$ cat src/rtl/bc_somador.sv
// Control block for the accumulate-and-count datapath: sequences clear/load,
// one accumulate+decrement per accepted value, and completion on counter zero.
module bc_somador #(
    parameter int unsigned SETTLE_CYCLES = 1
) (
    input  logic clk,
    input  logic rst,
    input  logic start,
    input  logic abort,
    input  logic in_valid,
    input  logic zero,
    output logic in_ready,
    output logic rac,
    output logic cac,
    output logic set,
    output logic dec,
    output logic busy,
    output logic done
);

    typedef enum logic [2:0] {
        S_IDLE,
        S_INIT,
        S_SETTLE,
        S_TEST,
        S_WAIT,
        S_DONE
    } state_t;

    localparam logic [2:0] WAIT_LAST = 3'(SETTLE_CYCLES - 1);

    state_t     state_q, state_d;
    logic [2:0] wait_q, wait_d;

    always_ff @(posedge clk or negedge rst) begin
        if (!rst) begin
            state_q <= S_IDLE;
            wait_q  <= '0;
        end else begin
            state_q <= state_d;
            wait_q  <= wait_d;
        end
    end

    always_comb begin
        state_d  = state_q;
        wait_d   = '0;
        in_ready = 1'b0;
        rac      = 1'b0;
        cac      = 1'b0;
        set      = 1'b0;
        dec      = 1'b0;
        done     = 1'b0;
        busy     = (state_q != S_IDLE);

        // abort wins over every pulse, including a pending done
        unique case (state_q)
            S_IDLE: begin
                if (start && !abort) state_d = S_INIT;
            end
            S_INIT: begin
                if (abort) begin
                    state_d = S_IDLE;
                end else begin
                    rac     = 1'b1;
                    set     = 1'b1;
                    state_d = S_SETTLE;
                end
            end
            S_SETTLE: begin
                if (abort) begin
                    state_d = S_IDLE;
                end else if (wait_q == WAIT_LAST) begin
                    state_d = S_TEST;
                end else begin
                    wait_d = wait_q + 3'd1;
                end
            end
            S_TEST: begin
                if (abort)     state_d = S_IDLE;
                else if (zero) state_d = S_DONE;
                else           state_d = S_WAIT;
            end
            S_WAIT: begin
                in_ready = 1'b1;
                if (abort) begin
                    state_d = S_IDLE;
                end else if (in_valid) begin
                    cac     = 1'b1;
                    dec     = 1'b1;
                    state_d = S_SETTLE;
                end
            end
            S_DONE: begin
                state_d = S_IDLE;
                if (!abort) done = 1'b1;
            end
            default: state_d = S_IDLE;
        endcase
    end

endmodule

$ cat config.mk
export PLATFORM = sky130hd
export DESIGN_NAME = bc_somador
export DESIGN_NICKNAME = d
export VERILOG_FILES = /design/src/rtl/bc_somador.sv
export SDC_FILE = /design/constraint.sdc
export NUM_CORES = 1
export LEC_CHECK = 0
export ABC_CLOCK_PERIOD_IN_PS = 1200
export BUFFER_PORTS_ARGS = -buffer_cell sky130_fd_sc_hd__buf_2
export CAP_MARGIN = 30
export CELL_PAD_IN_SITES_DETAIL_PLACEMENT = 1
export CELL_PAD_IN_SITES_GLOBAL_PLACEMENT = 1
export CORE_AREA = 2 2 39 41
export CTS_CLUSTER_SIZE = 8
export DETAILED_ROUTE_END_ITERATION = 10
export DIE_AREA = 0 0 41 43
export PLACE_DENSITY = 0.76
export SYNTH_ARGS = -nofsm -noshare
export SYNTH_HDL_FRONTEND = slang
export SYNTH_SLANG_ARGS = --single-unit
$ cat constraint.sdc
create_clock -name clk -period 1.2 [get_ports clk]
set_input_delay 0.06 -clock clk [delete_from_list [all_inputs] [get_ports clk]]
set_output_delay 0.06 -clock clk [all_outputs]
set_load 0.1 [all_outputs]
# Yosys cells after proc, flatten, opt, wreduce, memory -nomap -nowiden
# Cells that the tools add are included.
# classes
n_mux,19
eq_ne,8
add_sub_neg,1
reduce_logical,6
# op_table
op,count
3-bit two-way mux,9
3-bit one-hot mux with 5 select lines,1
1-bit two-way mux,8
"3-bit by 2-bit == test with 1-bit output, second input constant",2
"3-bit == test, second input constant",2
3-bit logical NOT,2
"3-bit != test, second input constant",2
"3-bit by 1-bit adder with 3-bit output, second input constant",1
"3-bit by 1-bit == test with 1-bit output, second input constant",1
3-bit AND reduction,1
3-bit nonzero test,1
2-bit two-way mux,1
"2-bit != test, second input constant",1
1-bit logical AND,1
1-bit logical NOT,1
# word_totals
out_inout_bits,7
reg_bits,6
inputBits,6

# Longest topological paths before layout
# Gate-level depths: netlist of the first run.
# logic_depth
ltp_word,4
ltp_mapped,4

# Worst setup path before layout of the first run
# OpenSTA, ideal clock, no wires.
# synth_path
path_kind,flip-flop to output port
from,reg state_q[1]
to,out dec
arrival_time_ns,3.531
t_required_ns,1.140
setup_slack_ns,-2.391
stages_incl_launch_ff,5
path_buffers,2
path_cell_list,dfrtp_1 buf_6 or3b_4 nor3_1 buf_4
# synth_between
elab_chain_cells,2
# synth_lines
item,line,rtl
from (decl),32,"state_t state_q, state_d;"
from (signal assigned),40,state_q <= state_d;
3-bit == test,--,
1-bit two-way mux,--,
to (decl),16,"output logic dec,"
# Every way passes these cells.

# Worst setup path in the final report of the first run
# layout_path
from,reg state_q[1]
to,out cac
# layout_between
elab_chain_cells,2
# layout_lines
item,line,rtl
3-bit == test,57,unique case (state_q)
1-bit two-way mux,57,
to (decl),14,"output logic cac,"
# Every way passes these cells.

==> metrics, run 1 <==
Critical Path Slowest Stage Cell or3b_4; wl on met1 447 um; Final Non-Filler Cells 76; area of the multi-input gates 307 um^2; Relative slew margins around four fifths; Fin Setup TNS -3.22 ns; Residual DRC 0; GRT Util Overall 16.8%; Worst path top cell family by delay simple AND/OR/NAND/NOR gates; RSZ-0062 raised after global routing true; VDD IR max 0.727 mV; Worst-Skew Late Latency 0.25 ns; DIE AREA 0.00176 mm^2; Worst EP arrival 1.52 ns; status complete, but fails checks; LEAKAGE between 0.3 and 0.4 nW; first-pass iteration count of the detailed router 4; WS Path Type register to output port; first-pass GRT wire length 1930 um; Tightest Pin Transition 0.305 ns; DR WL met2 622 um; diodes inserted 0; GR Overflow Total 0; initial antenna violation count 0; wire per inst 15.1 um; Worst Path Max Fanout 2; fillcell total 148; Cells after Synth 35; crit end category output port; Post-Place Worst Slack -0.153 ns; worst path cell trace or3b_4, nor3_4, buf_12; Tot Pwr 0.884 mW; vias in the first global route between 400 and 500; # Max-Cap Violations 0; Synth top area share 38.7%; gp weighted congestion 0.756; clock root buffer clkbuf_4; CTS tree yes; CP peak stage delay 0.41 ns; Req. time, crit path ~1.1 ns; CP bufs+invs 1; Mean Syn Cell Area 11.1 um^2; Clock Path Buffers 2; Tcrit/Tclk final 132%; worst setup margin -0.381 ns; Synth area leaders dfrtp_1 (39%), ha_1 (6.5%), xnor2_1 (4.5%), o32ai_2 (4.2%), buf_4 (3.9%); Core ar. around 0.0014 mm^2; worst clock skew 0.00248 ns; Buffers on Ports 12; Clk pin slew, worst setup/hold paths approximately 0.04 ns; Hold Path Class primary input to register; # rows 14; Die H 43 um; Total Nets Final 70; count of cell types in the netlist 23; layout cells sized above 1 73.3%; Final Hold Viols 0; Routed met3 length 49 um; Pwr Density 1130 mW/mm^2; post-detail-place hpwl a little under 800 um; vias per inst about 4.8; placed insts 68; sequential-to-total area share from yosys stat 38.7%; CTS sink count 6; Area growth, synth to finish 103%; final wirelength 1150 um; register area 150 um^2; largest net degree at the start of global routing 8; Worst Setup Start Kind register; post-route minimum period ~1.6 ns; Ys Warns 0; failing checks setup timing; largest area contributor in the netlist dfrtp_1; f_max 0.632 GHz; width of the die 41 um; initial cell density of the core between 20% and 30%; number of I/O pins 13; ANT nets after route 0; max-slew violations 0; net count after synthesis 43; Setup Viol. Count Final 12; uppermost layer routed met4; mapped cell area 388 um^2; Final Core Density between 50% and 60%; initial DRC count 1; Via Count 366; htree depth 1; #FFs+latches synth 6; CTS Buf Count 3
==> path summary, 6_finish.rpt <==
path                                  from          to  slack [ns]  cells past startpoint
worst min register to register   wait_q[0]   wait_q[0]        0.57                      2
worst max-delay path            state_q[1]         cac       -0.38                      3
max in group asynchronous              rst   wait_q[2]        0.90                      2
min in group asynchronous              rst  state_q[2]        0.16                      2
worst min-delay path              in_valid  state_q[2]        0.05                      2
worst max register to register  state_q[1]  state_q[1]       -0.29                      5
==> worst reg2reg max path: stages (launching register included) <==
cell	delay (ns)
dfrtp_1	0.37
or3b_4	0.42
buf_4	0.15
buf_6	0.11
buf_4	0.14
o32ai_2	0.21
==> repair_timing <==
item                                    4_1_cts  5_1_grt
pin swaps                                     4        2
resized for setup                            14        6
endpoints found under the hold margin         6        0
endpoints found under the setup margin       13       13
buffers inserted                              3        3
hold buffers                                  1        0
==> state kept, by name, summed over array words and instances, names as in the netlist <==
name	count
wait_q	3
state_q	3
==> logic make-up after synthesis <==
logic type / Yosys count / synth area share (%)
xor+xnor: 2 / 4.52
compound gates: 4 / 12.9
flops: 6 / 38.7
fa+ha+maj: 2 / 6.45
buf+inv: 7 / 10.6
simple gates: 14 / 26.8
==> per-stage QoR <==
| step | area, um^2 | hold WS, ns |
|---|---|---|
| 2_1_floorplan | 452 | -0.236 |
| 3_3_place_gp | 631 | -0.117 |
| 3_5_place_dp | 631 | -0.116 |
| 4_1_cts | 737 | 0.0358 |
| 5_1_grt | 786 | 0.0507 |
| 6_report | 786 | 0.0484 |
==> cells in the mapped netlist <==
cell,instances
dfrtp_1,6
inv_1,4
buf_4,2
ha_1,2
nor4_1,2
xnor2_1,2
and2_1,1
buf_6,1
nand2b_1,1
nor2_1,1
nor2b_1,1
nor3_1,1
nor3b_1,1
nor4b_1,1
nor4bb_1,1
o21ba_2,1
o221a_2,1
o31ai_2,1
o32ai_2,1
or2_4,1
or3_1,1
or3b_4,1
or4bb_1,1
==> power by group <==
part	leakage, nW	switching [mW]	internal, mW
clock	0.0138	0.0764	0.113
sequential	0.0821	0.00745	0.217
combinational	0.257	0.273	0.197
==> layout make-up <==
class | instances | share of cell area, %
clock buffers | 3 | 2.87
inverters | 4 | 2.23
multi-input cells | 22 | 39.0
flip-flops and latches | 6 | 19.1
well taps | 16 | 2.55
repair buffers | 25 | 34.2
==> placed cells by master (no fill, tap or decap), types with 2 or more instances in the layout <==
cell,Yosys,layout
clkbuf_4,0,3
xnor2_1,2,2
buf_2,0,5
dfrtp_1,6,6
nor4_4,0,2
buf_4,2,11
buf_12,0,7
ha_1,2,2
inv_1,4,3
==> layer usage <==
layer  vias up  global-route usage, %
met5         -                      0
met4         0                   11.3
met3         4                   4.19
met2        12                   27.8
met1       174                   17.2
li1        176                      -
Power figures use the tool's default switching activity.
==> run 2, diff against run 1 <==
- CAP_MARGIN: 30 -> 5
- SKIP_LAST_GASP: default -> 1
==> run 2 against run 1 <==
- the flow still finishes with violations (setup timing)
- sequential power is essentially flat
- die area did not move
- via count is 1.9% higher
- cell count grew 1.3%
- first-iteration DRC count rose to 4.0 times the previous value
- highest routed layer unchanged
- global-route usage down 0.10 points
- count of clock-buffer cells in the layout stayed put
- routed wire length rose by 3.4%
- clock skew is essentially flat
- final area increased by 3.2%
- combinational power is 2% higher
- critical path type unchanged
==> metrics, run 2 (synthesis gave the netlist of run 1 again) <==
f_max 0.630 GHz (was 0.632 GHz); grt met1 use 17.2% (unchanged); # Max-Cap Violations 0 (unchanged); most frequent cells in the layout buf_4 (11), buf_12 (7), dfrtp_1 (6) (unchanged); Area growth, synth to finish 109% (was 103%); Setup Viol. Count Final 12 (unchanged); Worst path top cell family by delay simple AND/OR/NAND/NOR gates (unchanged); # rows 14 (unchanged); initial antenna violation count 0 (unchanged); initial DRC count 4 (was 1); worst clock skew 0.00262 ns (was 0.00248 ns); htree depth 1 (unchanged); first-pass GRT wire length 1930 um (unchanged); max-slew violations 0 (unchanged); first-pass iteration count of the detailed router 2 (was 4); GRT Util Overall 16.7% (was 16.8%); initial cell density of the core 28.0% (unchanged); final instance area 811 um^2 (was 786 um^2); worst hold margin 0.0563 ns (was 0.0484 ns); Critical Path Slowest Stage Cell or3b_4 (unchanged); Clk pin slew, worst setup/hold paths 0.04 ns (about the same); Relative slew margins 81.1% (was 79.5%); placement-stage cell area 631 um^2 (unchanged); status complete, but fails checks (unchanged); LEAKAGE 0.358 nW (was 0.353 nW); final wirelength 1190 um (was 1150 um); VDD IR max 0.743 mV (was 0.727 mV); CTS sink count 6 (unchanged); Total Nets Final 71 (was 70); RSZ-0062 raised after global routing true (unchanged); vias in the first global route 453 (was 452); Worst Path Max Fanout 2 (unchanged); Worst EP arrival 1.53 ns (was 1.52 ns); fillcell total 146 (was 148); diodes inserted 0 (unchanged); Fin Setup TNS -3.09 ns (was -3.22 ns); Pwr Density 1090 mW/mm^2 (was 1130 mW/mm^2); Residual DRC 0 (unchanged); layout cells sized above 1 77.0% (was 73.3%); Worst Setup Start Kind register (unchanged); worst path cell trace or3b_4, nor3_4, buf_12 (unchanged); WS Path Type register to output port (unchanged); Largest regs state_q (3), wait_q (3) (unchanged); worst setup margin -0.388 ns (was -0.381 ns); Req. time, crit path 1.14 ns (about the same); post-detail-place hpwl 778 um (unchanged); leading cell type in the layout, fill and taps excluded buf_4 (unchanged); GR peak layer met2 (unchanged); Hold Path Class primary input to register (unchanged); Tightest Pin Transition 0.284 ns (was 0.305 ns); met2 usage in global routing 27.8% (unchanged); Via Count 373 (was 366); width of the die 41 um (unchanged); vias per inst 4.84 (was 4.82); DIE AREA 0.00176 mm^2 (unchanged); CP bufs+invs 1 (unchanged); CP peak stage delay 0.41 ns (about the same); largest net degree at the start of global routing 8 (unchanged); Final Hold Viols 0 (unchanged); Buffers on Ports 12 (unchanged); CTS tree yes (unchanged); Core ar. 0.00138 mm^2 (unchanged); gp weighted congestion 0.756 (unchanged); Tcrit/Tclk final 132% (about the same); ANT nets after route 0 (unchanged); failing checks setup timing (unchanged); GR Overflow Total 0 (unchanged); Worst-Skew Late Latency 0.24 ns (was 0.25 ns); CTS Buf Count 3 (unchanged); Clock Path Buffers 2 (unchanged); clock root buffer clkbuf_4 (unchanged); post-route minimum period 1.59 ns (was 1.58 ns); number of I/O pins 13 (unchanged); M3 GR Usage 4.19% (unchanged); Die H 43 um (unchanged); wire per inst 15.4 um (was 15.1 um); crit end category output port (unchanged)
-- run 2: changes by cell type in the layout (fill, tap and decap cells not counted) --
cell / previous run / this run
ha_1: 2 / 1
buf_8: 0 / 1
ha_2: 0 / 1
xnor2_1: 2 / 1
xnor2_2: 0 / 1
-- run 2: where the power goes --
part	leakage, nW	switching (mW)	internal (mW)
clock	0.0138	0.0668	0.113
sequential	0.0821	0.00762	0.217
combinational	0.262	0.275	0.203
total	0.358	0.349	0.533
-- run 2: what timing repair did --
action,CTS,global route
setup endpoints to repair,13,13
resized for setup,13,10
endpoints found under the hold margin,6,0
hold buffers,1,0
pin swaps,4,4
buffers inserted,3,4
-- run 2: path summary, 6_finish.rpt --
path	start	endpoint	slack, ns	cells after the start
max	state_q[1]	cac	-0.39	3
min	in_valid	state_q[2]	0.06	2
max reg2reg	state_q[1]	state_q[1]	-0.29	5
min reg2reg	wait_q[0]	wait_q[0]	0.57	2
max in group asynchronous	rst	wait_q[2]	0.89	2
min in group asynchronous	rst	state_q[2]	0.17	2
-- run 2: cell type report --
cell class	instances	area, um^2	area share [%]
multi-input cells	22	317	39.0
repair buffers	26	284	35.0
flip-flops and latches	6	150	18.5
clock buffers	3	22.5	2.78
well taps	16	20.0	2.47
inverters	4	17.5	2.16
-- run 2: worst register-to-register path, cell delays in order (launching register included) --
cell and delay, ns:
dfrtp_1 0.37, or3b_4 0.41, buf_4 0.15, buf_6 0.11
buf_4 0.14, o32ai_2 0.21
-- run 2: per-layer routing --
| layer | routed length [um] | up-vias | part of all wire (%) |
|---|---|---|---|
| li1 | - | 177 | - |
| met3 | 39 | 2 | 3.3 |
| met1 | 477 | 185 | 40 |
| met5 | 0 | - | 0 |
| met4 | 16 | 0 | 1.3 |
| met2 | 655 | 9 | 55 |
-- run 2: through the flow --
stage / util, % / instances / total power [mW] / setup slack, ns
after CTS: 53.0 / 74 / 0.859 / -0.383
after floorplan: - / 35 / 0.516 / -0.905
after global routing: 58.6 / 77 / 0.921 / -0.450
final: 58.6 / 77 / 0.882 / -0.388
after detailed placement: 45.6 / 68 / 0.612 / -0.153
after global placement: 45.6 / 68 / 0.603 / -0.133
==> run 3, diff against run 2 <==
- CORE_AREA: 2 2 39 41 -> 4 4 41 43
- DIE_AREA: 0 0 41 43 -> 0 0 45 47
- TNS_END_PERCENT: default -> 5
==> run 3 against run 2 <==
- the run still ends with setup timing left
- hold slack worse by 0.037 ns
- highest routed layer unchanged
- largest cell class unchanged
- non-clock buffer count fell by 7
- sequential share of layout area is 4.7 points higher
- critical path type unchanged
- combinational power down 22%
- count of clock-buffer cells in the layout unchanged
- critical path depth stayed put
- sequential power hardly changed
- first-iteration DRC count down 75%
- critical endpoint is now dec
- core utilization fell by 9.0 points
- clock power rose by 3%
- global-route usage shrank 5.2 points
==> metrics, run 3 (synthesis gave the netlist of run 1 again) <==
ANT nets after route 0 (unchanged); Tightest Pin Transition 0.486 ns (was 0.284 ns); failing checks setup timing (unchanged); worst path cell trace or3b_4, nor3_4, buf_12 (unchanged); LEAKAGE 0.288 nW (was 0.358 nW); RSZ-0062 raised after global routing true (unchanged); Area growth, synth to finish 66.5% (was 109%); Worst Setup Start Kind register (unchanged); switching power 0.319 mW (was 0.349 mW); diodes inserted 0 (unchanged); initial DRC count 1 (was 4); CTS tree yes (unchanged); CTS sink count 6 (unchanged); most frequent cells in the layout buf_2 (6), buf_12 (6), buf_4 (6), dfrtp_1 (6), inv_1 (4) (was buf_4 (11), buf_12 (7), dfrtp_1 (6)); R2R Setup Slk -0.04 ns (was -0.29 ns); Hold Path Class primary input to register (unchanged); Sequential Power Share 28.7% (was 25.4%); Worst Path Max Fanout 2 (unchanged); width of the die 45 um (was 41 um); Buffers on Ports 12 (unchanged); VDD IR max 0.953 mV (was 0.743 mV); WS Path Type register to output port (unchanged); f_max 0.649 GHz (was 0.630 GHz); # rows 13 (was 14); CTS Buf Count 3 (unchanged); initial antenna violation count 0 (unchanged); Residual DRC 0 (unchanged); setup bufs post-CTS 0 (was 3); final instance area 646 um^2 (was 811 um^2); Via Count 326 (was 373); placement-stage cell area 613 um^2 (was 631 um^2); Die H 47 um (was 43 um); Final Hold Viols 0 (unchanged); worst clock skew 0.00187 ns (was 0.00262 ns); Final Core Density 49.6% (was 58.6%); layout cells sized above 1 55.6% (was 77.0%); Clock Path Buffers 2 (unchanged); initial cell density of the core 29.8% (was 28.0%); wire per inst 13.2 um (was 15.4 um); Total Nets Final 64 (was 71); Worst EP arrival 1.48 ns (was 1.53 ns); # Max-Cap Violations 0 (unchanged); post-detail-place hpwl 768 um (was 778 um); Comb power frac 47.5% (was 54.2%); status complete, but fails checks (unchanged); vias per inst 4.72 (was 4.84); CP bufs+invs 1 (unchanged); clock root buffer clkbuf_4 (unchanged); CP peak stage delay 0.42 ns (was 0.41 ns); crit end category output port (unchanged); Tot Pwr 0.781 mW (was 0.882 mW); Core ar. 0.00130 mm^2 (was 0.00138 mm^2); post-route minimum period 1.54 ns (was 1.59 ns); max-slew violations 0 (unchanged); vias in the first global route 375 (was 453); GR Overflow Total 0 (unchanged); Clk pin slew, worst setup/hold paths 0.05 ns (was 0.04 ns); Fin Setup TNS -2.00 ns (was -3.09 ns); DIE AREA 0.00212 mm^2 (was 0.00176 mm^2); Relative slew margins 67.8% (was 81.1%); htree depth 1 (unchanged); worst hold margin 0.0197 ns (was 0.0563 ns); worst setup margin -0.341 ns (was -0.388 ns); largest net degree at the start of global routing 9 (was 8); Worst path top cell family by delay simple AND/OR/NAND/NOR gates (unchanged); P_int 0.462 mW (was 0.533 mW); first-pass GRT wire length 1710 um (was 1930 um); gp weighted congestion 0.746 (was 0.756); Pwr Density 1210 mW/mm^2 (was 1090 mW/mm^2); first-pass iteration count of the detailed router 2 (unchanged); clock share of power 23.8% (was 20.4%); Largest regs state_q (3), wait_q (3) (unchanged); Worst-Skew Late Latency 0.24 ns (about the same); Switching Fraction 40.8% (was 39.6%); Req. time, crit path 1.14 ns (about the same); Critical Path Slowest Stage Cell or3b_4 (unchanged); Setup Viol. Count Final 10 (was 12); GRT Util Overall 11.5% (was 16.7%); Resized Gates After CTS 0 (was 13); final wirelength 909 um (was 1190 um); number of I/O pins 13 (unchanged); Tcrit/Tclk final 128% (was 132%)
## run 3: changes by cell type in the layout (fill, tap and decap cells not counted), sizes merged
cell / change
buf: -7
## run 3: metrics by stage
| step | worst slack (ns) | cells |
|---|---|---|
| CTS | -0.359 | 69 |
| floorplan | -0.905 | 35 |
| detailed placement | -0.162 | 65 |
| global placement | -0.123 | 65 |
| finish | -0.341 | 69 |
| global route | -0.396 | 69 |
## run 3: repair_timing
item / 4_1_cts / 5_1_grt
gates cloned: 0 / 0
pin swaps: 1 / 0
setup endpoints to repair: 10 / 12
hold buffers: 1 / 0
endpoints found under the hold margin: 6 / 0
## run 3: area by class of cell
| type | instances | area (um^2) |
|---|---|---|
| multi-input cells | 22 | 234 |
| fillers | 147 | 656 |
| repair buffers | 19 | 205 |
| flip-flops and latches | 6 | 150 |
| clock buffers | 3 | 22.5 |
| inverters | 4 | 15.0 |
| well taps | 15 | 18.8 |
## run 3: worst paths after layout
path / from / endpoint / cells after the start
max: state_q[0] / dec / 3
min: in_valid / state_q[2] / 2
max reg2reg: state_q[0] / state_q[1] / 3
min reg2reg: wait_q[0] / wait_q[0] / 1
max in group asynchronous: rst / state_q[2] / 2
min in group asynchronous: rst / wait_q[2] / 2
## run 3: per-layer routing
metal	wire length, um	up-vias	track usage, %
li1	-	163	-
met1	384	153	14.7
met2	466	8	18.4
met3	52	2	2.68
met4	6	0	5.26
met5	0	-	0
## run 3: power groups by stage
stage                     Sequential, mW  Combinational [mW]  Clock [mW]
after floorplan                    0.231               0.271           0
after global placement             0.227               0.363           0
after detailed placement           0.228               0.370           0
after CTS                          0.225               0.373       0.191
after global routing               0.226               0.392       0.199
final                              0.224               0.371       0.185
